## config.mk

```make
export PLATFORM = sky130hd
export DESIGN_NAME = multicycle_controller
export DESIGN_NICKNAME = d
export VERILOG_FILES = /design/src/rtl/multicycle_controller.sv
export SDC_FILE = /design/constraint.sdc
export NUM_CORES = 1
export LEC_CHECK = 0
export BUFFER_PORTS_ARGS = -buffer_cell sky130_fd_sc_hd__buf_2
export CORE_UTILIZATION = 45
export DETAILED_ROUTE_END_ITERATION = 7
export MAX_ROUTING_LAYER = met4
export PLACE_DENSITY = 0.91
export SETUP_SLACK_MARGIN = 0.05
export SLEW_MARGIN = 20
export SYNTH_ARGS = -nofsm -noshare
export SYNTH_HDL_FRONTEND = slang
export SYNTH_SLANG_ARGS = --single-unit
export TNS_END_PERCENT = 30
```

## constraint.sdc

```tcl
create_clock -name clk -period 4.02 [get_ports clk]
set_clock_uncertainty 0.15 [all_clocks]
set_input_delay 0.402 -clock clk [delete_from_list [all_inputs] [get_ports clk]]
set_output_delay 0.402 -clock clk [all_outputs]
set_load 0.005 [all_outputs]
```

## src/rtl/multicycle_controller.sv

```systemverilog
// Sequencing FSM for the multicycle RV32 core (lw, sw, R-type, I-type ALU, beq, jal).
// Drives PC/IR/regfile/memory enables and datapath mux selects; stalls on mem_ready.
module multicycle_controller #(
   parameter logic MEM_WAIT_EN = 1'b1
) (
   input  logic       clk,
   input  logic       reset,
   input  logic [6:0] opcode,
   input  logic [2:0] funct3,
   input  logic       funct7b5,
   input  logic       zero,
   input  logic       mem_ready,
   output logic       pc_write,
   output logic       adr_src,
   output logic       mem_write,
   output logic       ir_write,
   output logic [1:0] result_src,
   output logic [1:0] alu_src_a,
   output logic [1:0] alu_src_b,
   output logic [1:0] imm_src,
   output logic [2:0] alu_control,
   output logic       reg_write,
   output logic       illegal,
   output logic [3:0] state
);

   typedef enum logic [3:0] {
      S_FETCH    = 4'd0,
      S_DECODE   = 4'd1,
      S_MEMADR   = 4'd2,
      S_MEMREAD  = 4'd3,
      S_MEMWB    = 4'd4,
      S_MEMWRITE = 4'd5,
      S_EXECR    = 4'd6,
      S_ALUWB    = 4'd7,
      S_EXECI    = 4'd8,
      S_JAL      = 4'd9,
      S_BEQ      = 4'd10
   } state_e;

   localparam logic [6:0] OP_LW   = 7'b0000011;
   localparam logic [6:0] OP_SW   = 7'b0100011;
   localparam logic [6:0] OP_R    = 7'b0110011;
   localparam logic [6:0] OP_I    = 7'b0010011;
   localparam logic [6:0] OP_JAL  = 7'b1101111;
   localparam logic [6:0] OP_BEQ  = 7'b1100011;

   localparam logic [2:0] ALU_ADD = 3'b000;
   localparam logic [2:0] ALU_SUB = 3'b001;
   localparam logic [2:0] ALU_AND = 3'b010;
   localparam logic [2:0] ALU_OR  = 3'b011;
   localparam logic [2:0] ALU_SLT = 3'b101;

   state_e state_q, state_d;
   logic   mem_go;
   logic   opcode_legal;
   logic   pc_write_raw, mem_write_raw, ir_write_raw, reg_write_raw, illegal_raw;
   logic [2:0] funct_op;

   // With MEM_WAIT_EN=0 memory is assumed single-cycle and mem_ready is ignored.
   assign mem_go = mem_ready | ~MEM_WAIT_EN;

   assign opcode_legal = (opcode == OP_LW)  || (opcode == OP_SW) ||
                         (opcode == OP_R)   || (opcode == OP_I)  ||
                         (opcode == OP_JAL) || (opcode == OP_BEQ);

   assign state = state_q;

   always_ff @(posedge clk) begin
      if (reset) state_q <= S_FETCH;
      else       state_q <= state_d;
   end

   always_comb begin
      state_d = S_FETCH;
      case (state_q)
         S_FETCH:    state_d = mem_go ? S_DECODE : S_FETCH;
         S_DECODE: begin
            case (opcode)
               OP_LW, OP_SW: state_d = S_MEMADR;
               OP_R:         state_d = S_EXECR;
               OP_I:         state_d = S_EXECI;
               OP_JAL:       state_d = S_JAL;
               OP_BEQ:       state_d = S_BEQ;
               default:      state_d = S_FETCH;
            endcase
         end
         S_MEMADR:   state_d = opcode[5] ? S_MEMWRITE : S_MEMREAD;
         S_MEMREAD:  state_d = mem_go ? S_MEMWB : S_MEMREAD;
         S_MEMWRITE: state_d = mem_go ? S_FETCH : S_MEMWRITE;
         S_MEMWB:    state_d = S_FETCH;
         S_EXECR:    state_d = S_ALUWB;
         S_EXECI:    state_d = S_ALUWB;
         S_ALUWB:    state_d = S_FETCH;
         S_JAL:      state_d = S_ALUWB;
         S_BEQ:      state_d = S_FETCH;
         default:    state_d = S_FETCH;
      endcase
   end

   always_comb begin
      funct_op = ALU_ADD;
      case (funct3)
         3'b000:  funct_op = (opcode[5] & funct7b5) ? ALU_SUB : ALU_ADD;
         3'b010:  funct_op = ALU_SLT;
         3'b110:  funct_op = ALU_OR;
         3'b111:  funct_op = ALU_AND;
         default: funct_op = ALU_ADD;
      endcase
   end

   always_comb begin
      imm_src = 2'b00;
      case (opcode)
         OP_SW:   imm_src = 2'b01;
         OP_BEQ:  imm_src = 2'b10;
         OP_JAL:  imm_src = 2'b11;
         default: imm_src = 2'b00;
      endcase
   end

   always_comb begin
      pc_write_raw  = 1'b0;
      mem_write_raw = 1'b0;
      ir_write_raw  = 1'b0;
      reg_write_raw = 1'b0;
      illegal_raw   = 1'b0;
      adr_src       = 1'b0;
      result_src    = 2'b00;
      alu_src_a     = 2'b00;
      alu_src_b     = 2'b00;
      alu_control   = ALU_ADD;
      case (state_q)
         S_FETCH: begin
            alu_src_b    = 2'b10;
            result_src   = 2'b10;
            ir_write_raw = mem_go;
            pc_write_raw = mem_go;
         end
         S_DECODE: begin
            alu_src_a   = 2'b01;
            alu_src_b   = 2'b01;
            illegal_raw = ~opcode_legal;
         end
         S_MEMADR: begin
            alu_src_a = 2'b10;
            alu_src_b = 2'b01;
         end
         S_MEMREAD: begin
            adr_src = 1'b1;
         end
         S_MEMWRITE: begin
            adr_src       = 1'b1;
            mem_write_raw = 1'b1;
         end
         S_MEMWB: begin
            result_src    = 2'b01;
            reg_write_raw = 1'b1;
         end
         S_EXECR: begin
            alu_src_a   = 2'b10;
            alu_control = funct_op;
         end
         S_EXECI: begin
            alu_src_a   = 2'b10;
            alu_src_b   = 2'b01;
            alu_control = funct_op;
         end
         S_ALUWB: begin
            reg_write_raw = 1'b1;
         end
         S_JAL: begin
            alu_src_a    = 2'b01;
            alu_src_b    = 2'b10;
            pc_write_raw = 1'b1;
         end
         S_BEQ: begin
            alu_src_a    = 2'b10;
            alu_control  = ALU_SUB;
            pc_write_raw = zero;
         end
         default: ;
      endcase
   end

   // Reset aborts any instruction in flight, including a held MEMWRITE.
   assign pc_write  = pc_write_raw  & ~reset;
   assign mem_write = mem_write_raw & ~reset;
   assign ir_write  = ir_write_raw  & ~reset;
   assign reg_write = reg_write_raw & ~reset;
   assign illegal   = illegal_raw   & ~reset;

endmodule

```

======== Word level (Yosys, flattened, before mapping) ========
Index checks and enable logic that the tools add are counted.
storage, ports and cells
  flip-flop bits (word level) ............. 4
  bits in latches ......................... 0
  bits in writable memories ............... 0
  ROM bits ................................ 0
  bits of input ports ..................... 15
  output and inout bits ................... 21
  word-level logic and storage cells ...... 63
  memories kept ........................... 0
operators by class
  add/sub/neg operators ................... 0
  multipliers ............................. 0
  divide/modulo/power cells ............... 0
  $lt $le $gt $ge ......................... 0
  eq/ne operators ......................... 19
  shift operators ......................... 0
  muxes and demuxes ....................... 19
  bitwise gates (word level) .............. 8
  reduce and logical (&&, ||, !) cells .... 16
operators with widths
  kind                number
  $pmux 4 s6          1
  $pmux 4 s5          1
  $eq 4x3->1 const B  4
  $eq 7x6->1 const B  2
  $eq 7x7->1 const B  2
  $eq 4x4->1 const B  3
  $pmux 2 s2          3
  $pmux 3 s4          1
  $reduce_or 2->1     6
  $mux 3              3
  $eq 4x2->1 const B  2
  $eq 7x2->1 const B  1
  $eq 7x5->1 const B  1
  $mux 1              7
  $and 1x1->1         6
  $eq 3x3->1 const B  2
  $pmux 2 s3          1
  $pmux 3 s2          1
  $reduce_or 3->1     2
  $logic_or 1x1->1    5
  $eq 4x1->1 const B  1
  $logic_not 4->1     1
  $reduce_or 4->1     1
  $eq 3x2->1 const B  1
  other kinds (3)     4

======== Depth between registers and ports, before layout ========
Gate-level depths: netlist of the first run.
  word-level depth ........................ 9
  depth in mapped cells ................... 5
  mapped depth without buffers ............ 4

======== Worst setup path after synthesis of the first run ========
No wires, ideal clock.
  kind .................................... register to output
  from .................................... reg state_q[3], in the netlist state[3]
  to ...................................... out pc_write
  data arrival time ....................... 1.258 ns
  data required time ...................... 3.468 ns
  slack ................................... 2.210 ns
  cell stages (with the launch flop) ...... 4
  path buffers ............................ 1
  cells stage by stage .................... dfxtp_1 -> clkbuf_1 -> nand2b_1 -> a2111oi_0
between the ends
  longest elaborated chain between the ends .. 3
RTL lines
  item                                           line  source
  from (decl)                                    54    state_e state_q, state_d;
  from (signal assigned)                         71    else state_q <= state_d;
  $eq 4x4->1 or $logic_not 4->1 (tied branches)  133   case (state_q)
  $pmux 1 s3 *                                   133
  $and 1x1->1 *                                  187   assign pc_write = pc_write_raw & ~reset;
  to (decl)                                      13    output logic pc_write,
Every way passes the cells marked *; elsewhere a longest branch is shown, timed or not.

======== Worst setup path after layout of the first run ========
  from .................................... reg state_q[0], in the netlist state[0]
  to ...................................... out illegal
between the ends
  longest elaborated chain between the ends .. 3
RTL lines
  item         line  source
  $eq 4x1->1   133
  $mux 1       133
  $and 1x1->1  191   assign illegal = illegal_raw & ~reset;
  to (decl)    23    output logic illegal,
No other way between the ends.

==> results of run 1 <==
-- cell families (layout without fill, tap and decap cells) --
family	after synthesis	in the layout	synth area share
simple gates	48	48	0.483
compound gates	29	29	0.302
buf+inv	9	41	0.0596
flops	4	4	0.127
xor+xnor	2	2	0.0278
-- cells in the final DEF, fill, tap and decap left out, types with 2 or more instances in the layout --
master / netlist / layout
o21ai_0: 3 / 3
a31oi_1: 3 / 3
nor3_1: 3 / 3
a211oi_1: 3 / 3
a21oi_1: 10 / 10
nor4_1: 2 / 2
dfxtp_1: 4 / 4
and4b_1: 2 / 2
nand2_1: 5 / 5
or3_1: 2 / 2
nor2b_1: 4 / 4
buf_2: 3 / 35
nand3_1: 2 / 2
nand2b_1: 7 / 7
and3_1: 2 / 2
clkbuf_4: 0 / 3
nor2_1: 9 / 9
nand4b_1: 2 / 2
inv_1: 3 / 3
-- through the flow --
stage / hold slack [ps] / power [mW] / setup slack (ps) / utilization
finish: 294 / 0.132 / 1520 / 0.630
global route: 289 / 0.145 / 1360 / 0.630
CTS: 291 / 0.132 / 1530 / 0.630
detailed placement: 525 / 0.0843 / 1790 / 0.613
global placement: 524 / 0.0827 / 1820 / 0.613
floorplan: 330 / 0.0640 / 2210 / -
-- report_power, final --
part	internal (mW)	total [mW]	switching, mW
sequential	0.0407	0.0447	0.00396
combinational	0.0191	0.0392	0.0201
clock	0.0333	0.0479	0.0146
-- layout make-up --
class | instances | area [sq um] | share of cell area
inverters | 3 | 11.3 | 0.0137
well taps | 15 | 18.8 | 0.0229
flip-flops and latches | 4 | 80.1 | 0.0977
repair buffers | 35 | 175 | 0.214
multi-input cells | 79 | 512 | 0.624
clock buffers | 3 | 22.5 | 0.0275
-- worst min-delay path by stage --
stage	end	startpoint	cells past startpoint
2_1_floorplan	state[3]	reset	1
3_3_place_gp	state[3]	reset	2
3_5_place_dp	state[3]	reset	2
4_1_cts	state[3]	reset	2
5_1_grt	state[3]	reset	2
6_report	state[3]	reset	2
-- layer usage --
layer / routed length [um] / share of wire
met2: 890 / 0.52
met1: 722 / 0.42
met5: 0 / 0
met4: 0 / 0
met3: 94 / 0.055
==> results by group, run 1 <==
Outcome
  – Status: finished clean

Setup path
  – Slowest CP cell: dfxtp_1
  – Cell family with most CP delay: flip-flops
  – CP arrival: just under 2000 ps
  – Largest stage delay on the critical path: slightly above 700 ps
  – CP Buf/Inv Count: 1
  – Worst Setup EP: illegal
  – CP cell instances: or4b_4, a311oi_1, buf_2
  – CP startpoint: state[0]
  – Reg2reg start: state[0]
  – Worst Path Required: roughly 3500 ps
  – Critical path endpoint category: output pin
  – Crit Path Max Fanout: 23
  – Worst reg2reg path endpoint: state[2]
  – Levels on crit path: 3
  – Crit path kind: reg -> out
  – CP Launch Type: flop
  – Worst reg2reg path depth: 4
  – R2R setup slack: ~2000 ps

Layout
  – Max FFs per register: 4
  – Final instance area: 820 sq um
  – ANT cells: 0
  – Final non-filler cell total: ~140
  – Fillcell total: around 130
  – Synthesis-to-finish area growth: 30.2%
  – Layout cell share with drive strength beyond 1: 0.339
  – Fin nets: 141

Global route
  – Vias in the first global route: 676
  – Met2 usage: 0.488
  – Overflow after GRT: 0
  – Met1 usage: 0.269
  – Total track usage: 0.252
  – Global-route wire length before repair: about 2.7 mm
  – GR Layer Usage met3: 0.0227
  – Busiest grt layer: met2
  – Initial antenna violation count: 0
  – Largest net degree at the start of global routing: 24

Synth
  – Most common cell in the synthesized netlist: a21oi_1
  – Synth Instances: 92
  – Synth Flop Type: dfxtp_1
  – Post-synth EDFFs: 0
  – FF+latch count, synth: 4
  – Mapped Area: roughly 630 sq um
  – Synth cell count leaders: a21oi_1 (10), nor2_1 (9), nand2b_1 (7)
  – Share of the synthesized area in the top cell type: 0.127
  – Top cells by area, synth: dfxtp_1 (13%), a21oi_1 (8.0%), nand2b_1 (7.0%), nor2_1 (5.4%), nor2b_1 (4.0%)
  – Post-Syn Area per Cell: a little under 7 sq um
  – Sequential area share after synthesis: 0.127
  – Yosys warns: 0
  – Post-synth net total: between 100 and 150
  – Ys async rst share: 0
  – Post-synth cell types: 40
  – Synth area leader: dfxtp_1

Power
  – Pwr dens: 161 nW/um^2
  – Leak pwr: approximately 0.37 nW
  – Peak supply drop: about 0.0001 V

Clock tree
  – Clock slew seen by the registers of the worst setup and hold paths: approximately 40 ps
  – Clock Latency Late Sink: around 230 ps
  – Clock sinks: 4
  – Clock buffer depth: 2
  – Hold_buf cts: 0
  – CTS H-tree lvls: 1
  – Clk root buf: clkbuf_4
  – CTS buffer count: 3
  – # resized after CTS: 0
  – Post-CTS setup buffers: 0
  – CTS tree: built

Routing
  – WL final: approximately 1.7 mm
  – Total number of vias: around 800
  – Vias per Instance: 5.77
  – Drt first-iter violations: 20
  – Drt drc: 0
  – DR WL/cell: about 12 um
  – Final antenna-violating net count: 0
  – 1st-pass router iterations: 4

Timing
  – Final setup vio count: 0
  – Fmax: approximately 0.4 GHz
  – RSZ-0062 raised after global routing: false
  – Slew @ Worst Pin: between 600 and 700 ps
  – Setup_tns: 0 ps
  – Final hold viol count: 0
  – Final worst-path cycle share: 0.622
  – Final Max Tran Viols: 0
  – Fin crit period: 2500 ps
  – Slew margin rel.: 0.569

Place
  – Placed Cells: ~140
  – Port-buffer cells: 35
  – GP Congestion: a little under 0.8
  – Dpl cell area: 797 sq um
  – Post-DP HPWL: around 1.3 mm

Min path
  – Type of the most critical hold path: in -> reg

Die
  – Die Wd: between 30 and 40 um
  – Die area: ~1600 sq um
  – IO Count: 36
  – Core Area: between 1000 and 1500 sq um
  – Die height: about 39 um
  – Row count: 13
  – Initial Util: 0.484

Run
  – Max Cap Viol: 0
(Power assumes the default switching activity.)
==> inputs of run 2 (changes only) <==
--- a/config.mk
+++ b/config.mk
@@ -6,10 +6,10 @@
 export NUM_CORES = 1
 export LEC_CHECK = 0
 export BUFFER_PORTS_ARGS = -buffer_cell sky130_fd_sc_hd__buf_2
-export CORE_UTILIZATION = 45
+export CORE_UTILIZATION = 38
 export DETAILED_ROUTE_END_ITERATION = 7
 export MAX_ROUTING_LAYER = met4
-export PLACE_DENSITY = 0.91
+export PLACE_DENSITY = 0.83
 export SETUP_SLACK_MARGIN = 0.05
 export SLEW_MARGIN = 20
 export SYNTH_ARGS = -nofsm -noshare
==> constraint.sdc (replaced) <==
create_clock -name clk -period 2.1 [get_ports clk]
set_clock_uncertainty 0.15 [all_clocks]
set_input_delay 0.21 -clock clk [delete_from_list [all_inputs] [get_ports clk]]
set_output_delay 0.21 -clock clk [all_outputs]
set_load 0.005 [all_outputs]
==> run 2 against run 1 <==
Effect of this change: wire length rose by 5.1%; highest routed layer is now met4; cell count grew 3.6%; via count grew 4.9%; sequential share of layout area fell by 0.19 points; worst setup slack got worse by 1400 ps; first-iteration DRC count fell by 50%; global-route usage shrank 3.1 points; critical path type unchanged; critical path depth unchanged; clock power is 100% higher.
==> results by group, run 2 (synthesized netlist as in run 1, its figures left out) <==
Layout
  – Fillcell total: 156 (was 129)
  – ANT cells: 0 (unchanged)
  – Final instance area: 862 sq um (was 820 sq um)
  – Max FFs per register: 4 (unchanged)
  – Commonest non-fill, non-tap cell in the layout: buf_2 (unchanged)
  – Fin nets: 145 (was 141)
  – Final non-filler cell total: 144 (was 139)
  – Most frequent cells in the layout: buf_2 (35), a21oi_1 (10), nor2_1 (9) (unchanged)
  – Synthesis-to-finish area growth: 37.0% (was 30.2%)
  – Layout cell share with drive strength beyond 1: 0.391 (was 0.339)

Timing
  – Final worst-path cycle share: 0.939
  – Final setup margin: 129 ps (was 1520 ps)
  – Fmax: roughly 0.51 GHz
  – Fin crit period: roughly 2000 ps
  – Final setup vio count: 0 (unchanged)
  – Final Max Tran Viols: 0 (unchanged)
  – Slew @ Worst Pin: 349 ps (was 645 ps)
  – Slew margin rel.: 0.762 (was 0.569)
  – Final hold viol count: 0 (unchanged)
  – Setup_tns: 0 ps (unchanged)
  – RSZ-0062 raised after global routing: false (unchanged)

Clock tree
  – Clk root buf: clkbuf_4 (unchanged)
  – Post-CTS setup buffers: 0 (unchanged)
  – Clock buffer depth: 2 (unchanged)
  – CTS buffer count: 3 (unchanged)
  – # resized after CTS: 0 (unchanged)
  – CTS tree: built (unchanged)
  – Clock sinks: 4 (unchanged)
  – CTS H-tree lvls: 1 (unchanged)
  – Hold_buf cts: 0 (unchanged)
  – Clock Latency Late Sink: 240 ps (was 230 ps)
  – Clock slew seen by the registers of the worst setup and hold paths: 40 ps (about the same)

Routing
  – Routed wl met2: 940 um (was 890 um)
  – Drt first-iter violations: 10 (was 20)
  – 1st-pass router iterations: 4 (unchanged)
  – WL final: 1.79 mm (was 1.71 mm)
  – WL met1: 733 um (was 722 um)
  – Met3 wire len: 97 um (was 94 um)
  – Vias per Instance: 5.84 (was 5.77)
  – Total number of vias: 841 (was 802)
  – DR WL/cell: 12.5 um (was 12.3 um)
  – Drt drc: 0 (unchanged)
  – Final antenna-violating net count: 0 (unchanged)
  – Max layer used: met4 (was met3)

Die
  – Initial Util: 0.413 (was 0.484)
  – Die area: 1820 sq um (was 1550 sq um)
  – Row count: 14 (was 13)
  – Die Wd: 42.7 um (was 39.4 um)
  – Die height: 42.7 um (was 39.4 um)
  – Core Area: 1520 sq um (was 1300 sq um)
  – IO Count: 36 (unchanged)

Run
  – Max Cap Viol: 0 (unchanged)

Power
  – Power, Total: 262 uW (was 132 uW)
  – Peak supply drop: 0.000248 V (was 0.000100 V)
  – Leak pwr: 0.391 nW (was 0.368 nW)
  – Pwr dens: 304 nW/um^2 (was 161 nW/um^2)

Place
  – Worst slack, placed: 329 ps (was 1790 ps)
  – Post-DP HPWL: 1.36 mm (was 1.31 mm)
  – Placed Cells: 141 (was 136)
  – GP Congestion: 0.851 (was 0.784)
  – Dpl cell area: 828 sq um (was 797 sq um)
  – Port-buffer cells: 35 (unchanged)

Setup path
  – CP arrival: 1610 ps (was 1950 ps)
  – Crit path kind: reg -> out (unchanged)
  – CP Launch Type: flop (unchanged)
  – Critical path endpoint category: output pin (unchanged)
  – Crit Path Max Fanout: 11 (was 23)
  – Worst Path Required: 1740 ps (was 3470 ps)

Outcome
  – Status: finished clean (unchanged)

Global route
  – Initial antenna violation count: 0 (unchanged)
  – Vias in the first global route: 781 (was 676)
  – Total track usage: 0.221 (was 0.252)
  – Largest net degree at the start of global routing: 23 (was 24)
  – Global-route wire length before repair: 3.14 mm (was 2.66 mm)
  – Overflow after GRT: 0 (unchanged)

Min path
  – Type of the most critical hold path: in -> reg (unchanged)
-- run 2: worst paths after layout --
check | slack, ps | cells past startpoint | from | endpoint
worst max-delay path | 130 | 3 | state[1] | illegal
worst min-delay path | 90 | 2 | reset | state[3]
worst max register to register | 490 | 4 | state[1] | state[2]
worst min register to register | 420 | 2 | state[2] | state[3]
-- run 2: metal layers --
metal	vias up	GRT usage
met3	3	0.0255
met4	0	0.0750
met2	35	0.403
met5	-	-
li1	423	-
met1	380	0.246
-- run 2: cell type report --
cell class / count / area (sq um) / area share
well taps: 16 / 20.0 / 0.0232
flip-flops and latches: 4 / 82.6 / 0.0958
inverters: 3 / 11.3 / 0.0131
clock buffers: 3 / 22.5 / 0.0261
repair buffers: 39 / 205 / 0.238
multi-input cells: 79 / 520 / 0.604
-- run 2: power breakdown --
group | switching, mW | total, mW | internal, mW
logic | 0.0467 | 0.0856 | 0.0389
registers | 0.00106 | 0.0790 | 0.0779
clock network | 0.0335 | 0.0975 | 0.0640
-- run 2: worst max-delay path: stages, from the launching register on --
cell and delay [ps]:
dfxtp_2 360, or4b_4 590, a311oi_2 260, buf_2 150
-- run 2: through the flow --
stage | hold WS (ps) | util
floorplan | 138 | -
global placement | 338 | 0.544
detailed placement | 338 | 0.544
CTS | 91.7 | 0.558
global route | 112 | 0.566
finish | 90.8 | 0.566
